### config.mk
export PLATFORM = sky130hd
export DESIGN_NAME = div_unit_flat
export DESIGN_NICKNAME = d
export VERILOG_FILES = /design/src/rtl/div_if.sv /design/src/rtl/div_unit.sv /design/src/flat_wrapper.sv
export SDC_FILE = /design/constraint.sdc
export NUM_CORES = 1
export LEC_CHECK = 0
export BUFFER_PORTS_ARGS = -buffer_cell sky130_fd_sc_hd__buf_2
export CORE_MARGIN = 2
export CORE_UTILIZATION = 40
export DETAILED_ROUTE_END_ITERATION = 10
export PLACE_DENSITY = 0.57
export SLEW_MARGIN = 0
export SYNTH_ARGS = -nofsm -noshare
export SYNTH_HDL_FRONTEND = slang
export SYNTH_SLANG_ARGS = --single-unit
export TNS_END_PERCENT = 1
### constraint.sdc
create_clock -name clk -period 6.24 [get_ports clk]
set_input_delay 0.624 -clock clk [delete_from_list [all_inputs] [get_ports clk]]
set_output_delay 0.624 -clock clk [all_outputs]
set_load 0.1 [all_outputs]
### src/rtl/div_if.sv
// Handshake and operand bundle between the EX stage and the iterative divider.
interface div_if;
  logic        start;
  logic        flush;
  logic [4:0]  select;
  logic [31:0] data1;
  logic [31:0] data2;
  logic [31:0] result;
  logic        busy;
  logic        done;

  modport master (output start, flush, select, data1, data2,
                  input  result, busy, done);
  modport slave  (input  start, flush, select, data1, data2,
                  output result, busy, done);
endinterface

### src/rtl/div_unit.sv
// Iterative radix-2 restoring divider for RV32M DIV/DIVU/REM/REMU.
// Optional feature: DIV_EARLY_OUT_EN lets divide-by-zero and signed overflow bypass CALC.
module div_unit (
  input  logic clk,
  input  logic reset,
  div_if.slave dif
);

  typedef enum logic [1:0] {IDLE, CALC, FIN} state_t;

  state_t      state, state_nxt;
  logic [5:0]  cnt;
  logic [31:0] result_r;

  logic [31:0] quo, rem, dvs, a_raw;
  logic        is_rem, neg_q, neg_r, div0, ovf;

  logic signed [31:0] a_s, b_s;
  logic        sel_ok, sgn_op, a_neg, b_neg, in_div0, in_ovf, special;
  logic        accept, early, last;
  logic [32:0] rem_sh, diff;
  logic [31:0] quo_nxt, rem_nxt;

  function automatic logic [31:0] fix_quo(input logic [31:0] q, input logic neg,
                                          input logic z, input logic o);
    if (z)        fix_quo = 32'hFFFF_FFFF;
    else if (o)   fix_quo = 32'h8000_0000;
    else if (neg) fix_quo = -q;
    else          fix_quo = q;
  endfunction

  function automatic logic [31:0] fix_rem(input logic [31:0] r, input logic neg,
                                          input logic z, input logic o,
                                          input logic [31:0] dividend);
    if (z)        fix_rem = dividend;
    else if (o)   fix_rem = 32'h0;
    else if (neg) fix_rem = -r;
    else          fix_rem = r;
  endfunction

  always_comb begin
    a_s     = dif.data1;
    b_s     = dif.data2;
    sel_ok  = (dif.select[4:2] == 3'b111);
    sgn_op  = ~dif.select[1];
    a_neg   = sgn_op & (a_s < 0);
    b_neg   = sgn_op & (b_s < 0);
    in_div0 = (dif.data2 == 32'h0);
    in_ovf  = sgn_op && (dif.data1 == 32'h8000_0000) && (dif.data2 == 32'hFFFF_FFFF);
    special = in_div0 | in_ovf;
    accept  = (state == IDLE) && dif.start && !dif.flush && sel_ok;
`ifdef DIV_EARLY_OUT_EN
    early   = accept && special;
`else
    early   = 1'b0;
`endif
    last    = (state == CALC) && (cnt == 6'd0) && !dif.flush;
  end

  // one restoring step: shift in next dividend bit, keep difference if non-negative
  always_comb begin
    rem_sh  = {rem, quo[31]};
    diff    = rem_sh - {1'b0, dvs};
    quo_nxt = {quo[30:0], ~diff[32]};
    rem_nxt = diff[32] ? rem_sh[31:0] : diff[31:0];
  end

  always_comb begin
    state_nxt = state;
    case (state)
      IDLE: if (accept) state_nxt = early ? FIN : CALC;
      CALC: begin
        if (dif.flush)          state_nxt = IDLE;
        else if (cnt == 6'd0)   state_nxt = FIN;
      end
      FIN:     state_nxt = IDLE;
      default: state_nxt = IDLE;
    endcase
  end

  always_ff @(posedge clk or posedge reset) begin
    if (reset) begin
      state    <= IDLE;
      cnt      <= 6'd0;
      result_r <= 32'h0;
    end else begin
      state <= state_nxt;
      if (accept)
        cnt <= 6'd31;
      else if (state == CALC && (dif.flush || cnt == 6'd0))
        cnt <= 6'd0;
      else if (state == CALC)
        cnt <= cnt - 6'd1;

      if (early)
        result_r <= dif.select[0] ? fix_rem(32'h0, 1'b0, in_div0, in_ovf, dif.data1)
                                  : fix_quo(32'h0, 1'b0, in_div0, in_ovf);
      else if (last)
        result_r <= is_rem ? fix_rem(rem_nxt, neg_r, div0, ovf, a_raw)
                           : fix_quo(quo_nxt, neg_q, div0, ovf);
    end
  end

  // operand/working registers carry no reset; they are always loaded on accept
  always_ff @(posedge clk) begin
    if (accept) begin
      quo    <= a_neg ? -dif.data1 : dif.data1;
      rem    <= 32'h0;
      dvs    <= b_neg ? -dif.data2 : dif.data2;
      a_raw  <= dif.data1;
      is_rem <= dif.select[0];
      neg_q  <= a_neg ^ b_neg;
      neg_r  <= a_neg;
      div0   <= in_div0;
      ovf    <= in_ovf;
    end else if (state == CALC) begin
      quo <= quo_nxt;
      rem <= rem_nxt;
    end
  end

  assign dif.result = result_r;
  assign dif.busy   = (state == CALC);
  assign dif.done   = (state == FIN);

endmodule

### src/flat_wrapper.sv
// flat-port wrapper written by rule: the top's interface ports become plain ports
module div_unit_flat 
  (clk, reset, dif_start, dif_flush, dif_select, dif_data1, dif_data2, dif_result, dif_busy, dif_done);
  div_if dif_i ();
  input  logic clk;
  input  logic reset;
  input wire logic [$bits(dif_i.start)-1:0] dif_start;
  input wire logic [$bits(dif_i.flush)-1:0] dif_flush;
  input wire logic [$bits(dif_i.select)-1:0] dif_select;
  input wire logic [$bits(dif_i.data1)-1:0] dif_data1;
  input wire logic [$bits(dif_i.data2)-1:0] dif_data2;
  output wire logic [$bits(dif_i.result)-1:0] dif_result;
  output wire logic [$bits(dif_i.busy)-1:0] dif_busy;
  output wire logic [$bits(dif_i.done)-1:0] dif_done;
  assign dif_i.start = dif_start;
  assign dif_i.flush = dif_flush;
  assign dif_i.select = dif_select;
  assign dif_i.data1 = dif_data1;
  assign dif_i.data2 = dif_data2;
  assign dif_result = dif_i.result;
  assign dif_busy = dif_i.busy;
  assign dif_done = dif_i.done;
  div_unit u_core (.clk(clk), .reset(reset), .dif(dif_i));
endmodule
==> impl_metrics.tcl <==
set metrics [dict create \
    p_int_mw 3.13 \
    crit_fanout 11 \
    root_buffer "clkbuf_16" \
    fp.dieH_um 176 \
    worstHoldPathType "input pin to async pin" \
    synth_seq_area_share_pct 39.3 \
    drtAntennaViolNets 0 \
    io_buffers 106 \
    status "completed" \
    path_depth 21 \
    slew_violations 0 \
    cts_max_level 4 \
    regArea_mm2 0.00467 \
    synth_warnings 0 \
    fin_worst_skew_ns 0.0144 \
    synth_flop_cell "edfxtp_1" \
    sw_frac_of_total_pct 46.2 \
    finalSetupViolations 0 \
    diodes 0 \
    fillCellCount 2957 \
    netlist_area_mm2 0.0119 \
    crit_family "compound AO/OA/AOI/OAI gates" \
    cts_buffers 17 \
    vdd_drop_max_mv 0.223 \
    tightest_slew_ns 1.01 \
    core_area_mm2 0.0295 \
    clkSinkCount 173 \
    max_freq_ghz 0.176 \
    track_usage_pct 22.8 \
    grt_max_degree 71 \
    fin_crit_ns 5.69 \
    maxSlewHeadroom_pct 32.2 \
    drtIter0Drc 694 \
    rr_endpoint "u_core.dif.result[28]" \
    path_clk_slew_ns 0.07 \
    grt_pass1_vias 10100 \
    cts_resized 0 \
    cts_tree "done" \
    synth_edf_count 101 \
    rows 63 \
    worstReg2RegStart "u_core.quo[31]" \
    fin_crit_sh_pct 91.2 \
    wire_per_inst_um 19.2 \
    pwr-share-clk_pct 20.9 \
    dieArea_mm2 0.0311 \
    place.gp.congestion 0.877 \
    netlist.area_leader.share_pct 25.5 \
    synth_area_leaders "edfxtp_1 (26%), dfrtp_1 (8.4%), o21ai_0 (6.2%), dfxtp_1 (5.4%), xnor2_1 (5.4%)" \
    yosysUniqueCellTypes 80 \
    grt-ovfl-total 0 \
    p_switching_mw 2.69 \
    synth-seq-cells 173 \
    synthCells 1345 \
    syn_area_per_cell_um2 8.84 \
    arrival_ns 6.00 \
    cp_slowest_cell "nor4b_4" \
    reg2regPathDepth 21 \
    maxCapViolCount 0 \
    cts_hold_buf 0 \
    worst-path-buf-inv 3 \
    hold_violations 0 \
    fin_setup_tns_ns 0 \
    power_density_mw_per_mm2 432 \
    start_util_pct 40.3 \
    leakage_nw 5.29 \
    fin_area_mm2 0.0135 \
    grt_pass1_wl_mm 55.3 \
    yosys.area.top_type "edfxtp_1" \
    hpwl_mm 26.5 \
    critPathRequiredTime_ns 6.55 \
    cpPeakStageDelay_ns 0.53 \
    nets 1535 \
    clk-insertion-delay-late_ns 0.43 \
    rsz0062_at_grt "false" \
    path_class "register to register" \
    cp-start-kind "register" \
    firstDrtPassIters 8 \
    syn_to_final_growth_pct 13.1 \
    vias_per_cell 5.72 \
    grt_antenna_before_repair 1 \
    path_cells "inv_1 > ha_1 > inv_1 > fa_1 > a211oi_4 > o211ai_1 > a21o_1 > o211a_1 > o21a_1 > nor2_4 > inv_2 > a21oi_1 > ha_1 > nand2_1 > or4b_1 > mux2_2 > nor4b_4 > a31oi_1 > xnor2_1 > a221oi_1 > nor2_1" \
    multi_input_area_mm2 0.00674 \
    clockBufferDepth 2 \
    drt-total-wl_mm 35.1 \
    drc 0 \
    synth_nets 1458 \
    seq_power_share_pct 27.8 \
    placed_area_mm2 0.0128 \
    num_vias 10400 \
    end_kind "register" \
    combPwrFrac_pct 51.3 \
    rrSetupSlack_ns 0.55 \
    die_x_um 176 \
    postCtsSetupRepairBufs 0 \
    drive_above_1_share_pct 13.2 \
    synthArstFlopShare_pct 23.1 \
    io_pins 107 \
]
## synthesized netlist by cell type, types with 17 or more instances
library cell	number
or3_1	17
dfrtp_1	40
clkbuf_1	55
ha_1	39
xnor2_1	73
inv_1	55
edfxtp_1	101
o31ai_1	20
a31oi_1	17
nor3_1	26
nand4_1	17
nand3_1	17
dfxtp_1	32
mux2i_1	30
nor2_1	93
o21ai_0	148
a21oi_1	73
o211ai_1	18
nand2_1	164
xor2_1	73
## routing by layer
metal / GRT usage [%] / part of all wire (%)
met1: 29.6 / 44
met2: 38.5 / 48
met3: 4.18 / 5.2
met4: 7.30 / 2.6
met5: 0 / 0.034
## power groups by stage
stage,sequential (mW),clock [mW],combinational [mW]
2_1_floorplan,1.99,0,1.88
3_3_place_gp,1.64,0,2.93
3_5_place_dp,1.64,0,2.96
4_1_cts,1.61,1.23,2.97
5_1_grt,1.64,1.28,3.26
6_report,1.61,1.21,2.98
## per-stage QoR
step	worst slack [ns]	cells	hold slack [ns]	util, %	total power, mW
floorplan	0.820	1345	0.443	-	3.87
finish	0.547	1825	0.325	45.6	5.81
CTS	0.580	1825	0.345	45.6	5.82
global placement	0.711	1793	0.450	43.4	4.57
detailed placement	0.593	1793	0.459	43.4	4.60
global route	0.116	1825	0.342	45.6	6.17
## cells by family after synthesis
logic type	synth area share [%]
muxes	2.90
xor gates and xnor gates	10.8
and+or+nand+nor	16.7
buffers and inverters	4.09
AOI/OAI and AO/OA	22.0
adders and majority gates	4.27
DFF	39.3
## cell usage in the layout (no fill, tap or decap), types with 7 or more instances in the layout
| cell | Yosys | final |
|---|---|---|
| a21o_1 | 11 | 11 |
| a21oi_1 | 73 | 73 |
| a221oi_1 | 13 | 13 |
| a31oi_1 | 17 | 17 |
| buf_2 | 5 | 106 |
| buf_4 | 2 | 18 |
| clkbuf_16 | 0 | 17 |
| dfrtp_1 | 40 | 40 |
| dfxtp_1 | 32 | 32 |
| edfxtp_1 | 101 | 101 |
| ha_1 | 39 | 39 |
| inv_1 | 55 | 52 |
| mux2i_1 | 30 | 30 |
| nand2_1 | 164 | 164 |
| nand2b_1 | 16 | 16 |
| nand3_1 | 17 | 17 |
| nand4_1 | 17 | 17 |
| nor2_1 | 93 | 91 |
| nor3_1 | 26 | 26 |
| nor4_1 | 13 | 13 |
| o211ai_1 | 18 | 18 |
| o21a_1 | 7 | 7 |
| o21ai_0 | 148 | 148 |
| o21ai_1 | 11 | 11 |
| o22ai_1 | 14 | 14 |
| o31ai_1 | 20 | 20 |
| o41ai_1 | 13 | 13 |
| or2_2 | 7 | 7 |
| or3_1 | 17 | 17 |
| or4_1 | 14 | 13 |
| xnor2_1 | 73 | 73 |
| xor2_1 | 73 | 73 |
## layout make-up
class                           count  area share (%)
Clock buffer                       18            3.19
Clock inverter                     14            1.68
Inverter                           60            1.67
Multi-Input combinational cell   1046            50.1
Sequential cell                   173            34.8
Tap cell                          390            3.63
Timing Repair Buffer              124            4.95
## how the worst max path moves through the flow
stage,end,slack (ns),startpoint
after floorplan,u_core.dif.result[30],0.82,u_core.quo[31]
after global placement,u_core.dif.result[30],0.71,u_core.quo[31]
after detailed placement,u_core.dif.result[30],0.59,u_core.quo[31]
after CTS,u_core.dif.result[30],0.58,u_core.quo[31]
after global routing,u_core.dif.result[28],0.12,u_core.quo[31]
final,u_core.dif.result[28],0.55,u_core.quo[31]
## registers in the layout, indices dropped and copies added (netlist names), 2 cells and up
signal	flops
u_core.dvs	32
u_core.rem	32
u_core.a_raw	32
u_core.cnt	6
u_core.dif.result	32
u_core.quo	32
u_core.state	2
## worst reg2reg max path: cells and delay by family, from the launching register on
kind / cells / cell delay, ns
xor+xnor: 1 / 0.16
fa+ha+maj: 3 / 0.88
compound gates: 8 / 1.99
flops: 1 / 0.42
buf+inv: 3 / 0.22
mux: 1 / 0.33
simple gates: 5 / 1.59
(Power assumes the default switching activity.)
